## config.mk

```make
export PLATFORM = sky130hd
export DESIGN_NAME = spell_bus_master
export DESIGN_NICKNAME = d
export VERILOG_FILES = /design/src/rtl/spell_bus_master.sv
export SDC_FILE = /design/constraint.sdc
export NUM_CORES = 1
export LEC_CHECK = 0
export ABC_CLOCK_PERIOD_IN_PS = 1700
export CORE_MARGIN = 10
export CORE_UTILIZATION = 39
export CTS_CLUSTER_DIAMETER = 50
export DETAILED_ROUTE_END_ITERATION = 7
export PLACE_DENSITY = 0.76
export SYNTH_ARGS = -nofsm -noshare
export SYNTH_HDL_FRONTEND = slang
export SYNTH_SLANG_ARGS = --single-unit
```

## constraint.sdc

```tcl
create_clock -name clock -period 1.7 [get_ports clock]
set_input_delay 0.34 -clock clock [delete_from_list [all_inputs] [get_ports clock]]
set_output_delay 0.34 -clock clock [all_outputs]
set_load 0.02 [all_outputs]
```

## src/rtl/spell_bus_master.sv

```systemverilog
// ---------------------------------------------------------------------------
// spell_bus_master
//
// Single-outstanding initiator for the spell peripheral bus. One command is
// accepted, issued to the bus as a one-cycle bus_select strobe, and then
// waited on. The reply is either the peripheral's data or a timeout abort.
// It is presented on the response channel until it is taken.
//
// Parameters
//   TIMEOUT        number of WAIT cycles without bus_data_ready before the
//                  transaction is aborted (legal range 1..15)
//
// Ports
//   clock          sole clock, rising edge
//   reset          synchronous, active-low
//   cmd_valid      in   command offered
//   cmd_ready      out  command accepted this edge when cmd_valid is also 1
//   cmd_write      in   1 = write, 0 = read
//   cmd_addr [7:0] in   bus address
//   cmd_wdata[7:0] in   write data
//   rsp_valid      out  response available
//   rsp_ready      in   response consumed this edge when rsp_valid is also 1
//   rsp_rdata[7:0] out  read data (0x00 on timeout)
//   rsp_timeout    out  1 = transaction aborted by timeout
//   bus_select     out  one-cycle access strobe
//   bus_addr [7:0] out  bus address, stable from strobe until the reply
//   bus_wdata[7:0] out  bus write data, stable likewise
//   bus_write      out  bus direction, stable likewise
//   bus_rdata[7:0] in   peripheral read data
//   bus_data_ready in   peripheral reply strobe
//   timeout_count[7:0] out  timed-out transactions since reset, saturating
//   o_dbg_state[1:0]   out  current FSM state (IDLE=0 STROBE=1 WAIT=2 RESP=3)
//
// Handshake rule for both channels: a transfer happens at a rising edge
// where valid and ready are both 1. The master holds rsp_valid and the
// response fields unchanged until that edge. cmd_ready does not depend on
// cmd_valid.
// ---------------------------------------------------------------------------
module spell_bus_master #(
   parameter int TIMEOUT = 8
) (
   input  logic       clock,
   input  logic       reset,
   input  logic       cmd_valid,
   output logic       cmd_ready,
   input  logic       cmd_write,
   input  logic [7:0] cmd_addr,
   input  logic [7:0] cmd_wdata,
   output logic       rsp_valid,
   input  logic       rsp_ready,
   output logic [7:0] rsp_rdata,
   output logic       rsp_timeout,
   output logic       bus_select,
   output logic [7:0] bus_addr,
   output logic [7:0] bus_wdata,
   output logic       bus_write,
   input  logic [7:0] bus_rdata,
   input  logic       bus_data_ready,
   output logic [7:0] timeout_count,
   output logic [1:0] o_dbg_state
);

   typedef enum logic [1:0] {
      ST_IDLE   = 2'd0,
      ST_STROBE = 2'd1,
      ST_WAIT   = 2'd2,
      ST_RESP   = 2'd3
   } state_t;

   // Last wait-counter value before an abort: TIMEOUT WAIT cycles in total.
   localparam logic [3:0] LP_WAIT_LAST = 4'(TIMEOUT - 1);

   state_t     r_state;
   logic       r_bus_select;
   logic [7:0] r_bus_addr;
   logic [7:0] r_bus_wdata;
   logic       r_bus_write;
   logic       r_rsp_valid;
   logic [7:0] r_rsp_rdata;
   logic       r_rsp_timeout;
   logic [3:0] r_wait_cnt;
   logic [7:0] r_timeout_count;

   state_t     w_state;
   logic       w_bus_select;
   logic [7:0] w_bus_addr;
   logic [7:0] w_bus_wdata;
   logic       w_bus_write;
   logic       w_rsp_valid;
   logic [7:0] w_rsp_rdata;
   logic       w_rsp_timeout;
   logic [3:0] w_wait_cnt;
   logic [7:0] w_timeout_count;
   logic       w_cmd_ready;

   // cmd_ready is the one output that is not a flop. It must drop while
   // reset is low, and it must drop while a stale bus_data_ready is present,
   // in the same cycle those inputs change. The FSM term is still registered.
   assign w_cmd_ready = (r_state == ST_IDLE) && !bus_data_ready && reset;

   always_comb begin
      w_state         = r_state;
      w_bus_select    = 1'b0;
      w_bus_addr      = r_bus_addr;
      w_bus_wdata     = r_bus_wdata;
      w_bus_write     = r_bus_write;
      w_rsp_valid     = r_rsp_valid;
      w_rsp_rdata     = r_rsp_rdata;
      w_rsp_timeout   = r_rsp_timeout;
      w_wait_cnt      = r_wait_cnt;
      w_timeout_count = r_timeout_count;

      case (r_state)
         ST_IDLE: begin
            if (cmd_valid && w_cmd_ready) begin
               w_bus_addr   = cmd_addr;
               w_bus_wdata  = cmd_wdata;
               w_bus_write  = cmd_write;
               w_bus_select = 1'b1;
               w_state      = ST_STROBE;
            end
         end

         // The strobe lasts exactly one cycle. w_bus_select defaults to 0
         // here, so the peripheral sees each access once.
         ST_STROBE: begin
            w_wait_cnt = 4'd0;
            w_state    = ST_WAIT;
         end

         ST_WAIT: begin
            if (bus_data_ready) begin
               w_rsp_rdata   = bus_rdata;
               w_rsp_timeout = 1'b0;
               w_rsp_valid   = 1'b1;
               w_state       = ST_RESP;
            end else if (r_wait_cnt == LP_WAIT_LAST) begin
               w_rsp_rdata   = 8'h00;
               w_rsp_timeout = 1'b1;
               w_rsp_valid   = 1'b1;
               if (r_timeout_count != 8'hFF) begin
                  w_timeout_count = r_timeout_count + 8'd1;
               end
               w_state       = ST_RESP;
            end else begin
               w_wait_cnt = r_wait_cnt + 4'd1;
            end
         end

         ST_RESP: begin
            if (rsp_ready) begin
               w_rsp_valid = 1'b0;
               w_state     = ST_IDLE;
            end
         end

         default: begin
            w_rsp_valid = 1'b0;
            w_state     = ST_IDLE;
         end
      endcase
   end

   always_ff @(posedge clock) begin
      if (!reset) begin
         r_state         <= ST_IDLE;
         r_bus_select    <= 1'b0;
         r_bus_addr      <= 8'h00;
         r_bus_wdata     <= 8'h00;
         r_bus_write     <= 1'b0;
         r_rsp_valid     <= 1'b0;
         r_rsp_rdata     <= 8'h00;
         r_rsp_timeout   <= 1'b0;
         r_wait_cnt      <= 4'd0;
         r_timeout_count <= 8'h00;
      end else begin
         r_state         <= w_state;
         r_bus_select    <= w_bus_select;
         r_bus_addr      <= w_bus_addr;
         r_bus_wdata     <= w_bus_wdata;
         r_bus_write     <= w_bus_write;
         r_rsp_valid     <= w_rsp_valid;
         r_rsp_rdata     <= w_rsp_rdata;
         r_rsp_timeout   <= w_rsp_timeout;
         r_wait_cnt      <= w_wait_cnt;
         r_timeout_count <= w_timeout_count;
      end
   end

   assign cmd_ready     = w_cmd_ready;
   assign rsp_valid     = r_rsp_valid;
   assign rsp_rdata     = r_rsp_rdata;
   assign rsp_timeout   = r_rsp_timeout;
   assign bus_select    = r_bus_select;
   assign bus_addr      = r_bus_addr;
   assign bus_wdata     = r_bus_wdata;
   assign bus_write     = r_bus_write;
   assign timeout_count = r_timeout_count;
   assign o_dbg_state   = r_state;

endmodule

```

==> metrics <==
ys flop type dfxtp_1; synthesized area 1740 um2; clk slew on worst S/H paths 90 ps; slowest CP cell clkdlybuf4s50_1; Power per Cell Area 912 nW/um2; total design power 2520 uW; fmax 601 MHz; post-synth cell types 38; FP Rows 24; Slew @ Worst Pin 385 ps; Worst setup EP type output port; proportion of layout cells with a drive suffix above 1 0.157; fin crit share 0.979; leading post-synthesis cells by cell area dfxtp_1, nand2_1, a21oi_1; adder-cell share of the synthesized area 0.0503; total number of vias 1,689; vias in the first global route 1,713; Pre-antenna DRT Iters 4; Synth Instances 196; Layout area overhead 58.5%; fillers 398; clock sinks 42; Synth Net Count 233; sequential-to-total area share from yosys stat 0.483; post-synthesis compound-gate area fraction 0.185; clock skew 8.86 ps; largest net degree at the start of global routing 20; CTS tree done; PnR worst setup slack 36.4 ps; Final setup viols 0; leading area contributor after synthesis dfxtp_1; setup TNS 0 ps; largest family of logic cells by synthesized area simple AND/OR/NAND/NOR gates; Crit Path Category register to output port; status finished, final reports clean; Port Buffers 68; Sequential Area 846 um2; CP Launch Type register; core area 4350 um2; Die ar. 7540 um2; Die Width 86.8 um; dpl ws -228 ps; Synth top area share 0.483; maxcap violations 0; Die Span Y 86.8 um; Clk Latency, worst-skew pair 300 ps; Crit path required time 1360 ps; critical path fanouts, max 4; Via density 4.98; DR WL/cell 14.1 um; Critical Path, Cell by Cell clkdlybuf4s50_1; HPWL Detailed 3680 um; Initial Util 0.400; Routed Wire Length 4760 um; Synth Area in XOR/XNOR 0.0101; area taken by multi-input logic gates 870 um2; Max-slew headroom 0.743; initial antenna violation count 0; CTS buffer count 5; post-synthesis mux area share 0.0115; non-filler cells, final 339; Iteration-0 DRC Markers 70; Final Slew Violations 0; Synth Area per Inst 8.89 um2; Hold Path Class register to register; family with the most delay on the worst path buffers and inverters; diodes inserted 0; Post-synth EDFFs 0; Final nets 323; synth warn 0; Buf/Inv on CP 1; Congestion Overflow GR 0; CP arrival 1320 ps; first-pass GRT wire length 7870 um; GRT Util Overall 0.126; Remaining DRCs 0; CTS Root Cell clkbuf_8; Final GP Congestion 0.759; unrepaired setup endpoints after global routing false; Hold Vio Cnt, Final 0; Pleak 0.00109 uW; htree depth 2; Max VDD drop 0.741 mV; CP peak stage delay 630 ps; Tmin final 1660 ps; IO Pins 69; asr flop ratio synth 0; hold buffers post-CTS 0; placed instance count 330; post-route ant nets 0; Synth Area in Simple Gates 0.231; register bit total from synthesis 42; deepest clock path buffer count 2
[cells by family after synthesis]
| logic type | after synthesis |
|---|---|
| muxes | 2 |
| and+or+nand+nor | 82 |
| AOI/OAI and AO/OA | 49 |
| xor gates and xnor gates | 2 |
| buffers and inverters | 12 |
| DFF | 42 |
| adders and majority gates | 7 |
[layer usage]
layer | track usage | routed length [um] | up-vias
met5 | 0 | 0 | -
met4 | 0.0412 | 62 | 0
met3 | 0.0694 | 479 | 8
met2 | 0.217 | 2260 | 47
met1 | 0.127 | 1970 | 766
li1 | - | - | 868
[placed cells by master, fill, tap and decap left out, drive strengths merged, types with 3 or more instances in the layout]
cell type      count
clkdlybuf4s50     60
dfxtp             42
nand2             39
a21oi             26
buf               24
nor2              18
a22oi              8
ha                 7
nand3              5
clkbuf             5
dlygate4sd2        5
o31ai              4
o21ai              4
and2               3
inv                3
clkinv             3
[what timing repair did]
| action | in CTS | in global routing |
|---|---|---|
| pin swaps | 0 | 1 |
| setup buffers | 0 | 1 |
| endpoints found under the setup margin | 6 | 25 |
| gates resized for setup | 8 | 10 |
[sequential cells by signal, summed over array words and instances (netlist names)]
name,count
r_wait_cnt,4
o_dbg_state,2
bus_wdata,8
rsp_valid,1
rsp_rdata,8
bus_select,1
bus_write,1
timeout_count,8
bus_addr,8
rsp_timeout,1
[layout make-up]
type | instances | share of cell area
timing repair buffer | 91 | 0.317
sequential | 42 | 0.306
clock inverter | 3 | 0.00770
multi-input combinational | 142 | 0.315
tap | 52 | 0.0236
clock buffer | 5 | 0.0249
inverter | 4 | 0.00544
[where the power goes]
part,switching (uW),internal (uW)
Clock,364,289
Combinational,378,389
Sequential,39.3,1060
[final timing paths]
check             slack, ps                to  depth (start not counted)        startpoint
hold reg to reg         450       bus_addr[5]                          2       bus_addr[5]
setup reg to reg         70  timeout_count[5]                          7    o_dbg_state[0]
hold / removal          450       bus_addr[5]                          2       bus_addr[5]
setup / recovery         40  timeout_count[7]                          1  timeout_count[7]
[cell usage after synthesis, types with 2 or more instances]
library cell	number
inv_1	3
nand3_1	5
dfxtp_1	42
o311ai_0	2
clkbuf_1	6
ha_1	7
xor2_1	2
o31ai_1	4
mux2i_1	2
or3_1	2
nand2_1	39
o21ai_0	3
and2_1	3
or4_1	2
a21oi_1	26
nor2_1	18
nor2b_1	2
a22oi_1	8
[metrics by stage]
| step | util | area [um2] | hold slack (ps) |
|---|---|---|---|
| final | 0.634 | 2760 | 454 |
| after floorplan | - | 1750 | 476 |
| after CTS | 0.628 | 2740 | 457 |
| after detailed placement | 0.609 | 2650 | 445 |
| after global placement | 0.609 | 2650 | 441 |
| after global routing | 0.634 | 2760 | 476 |
Power figures use the tool's default switching activity.
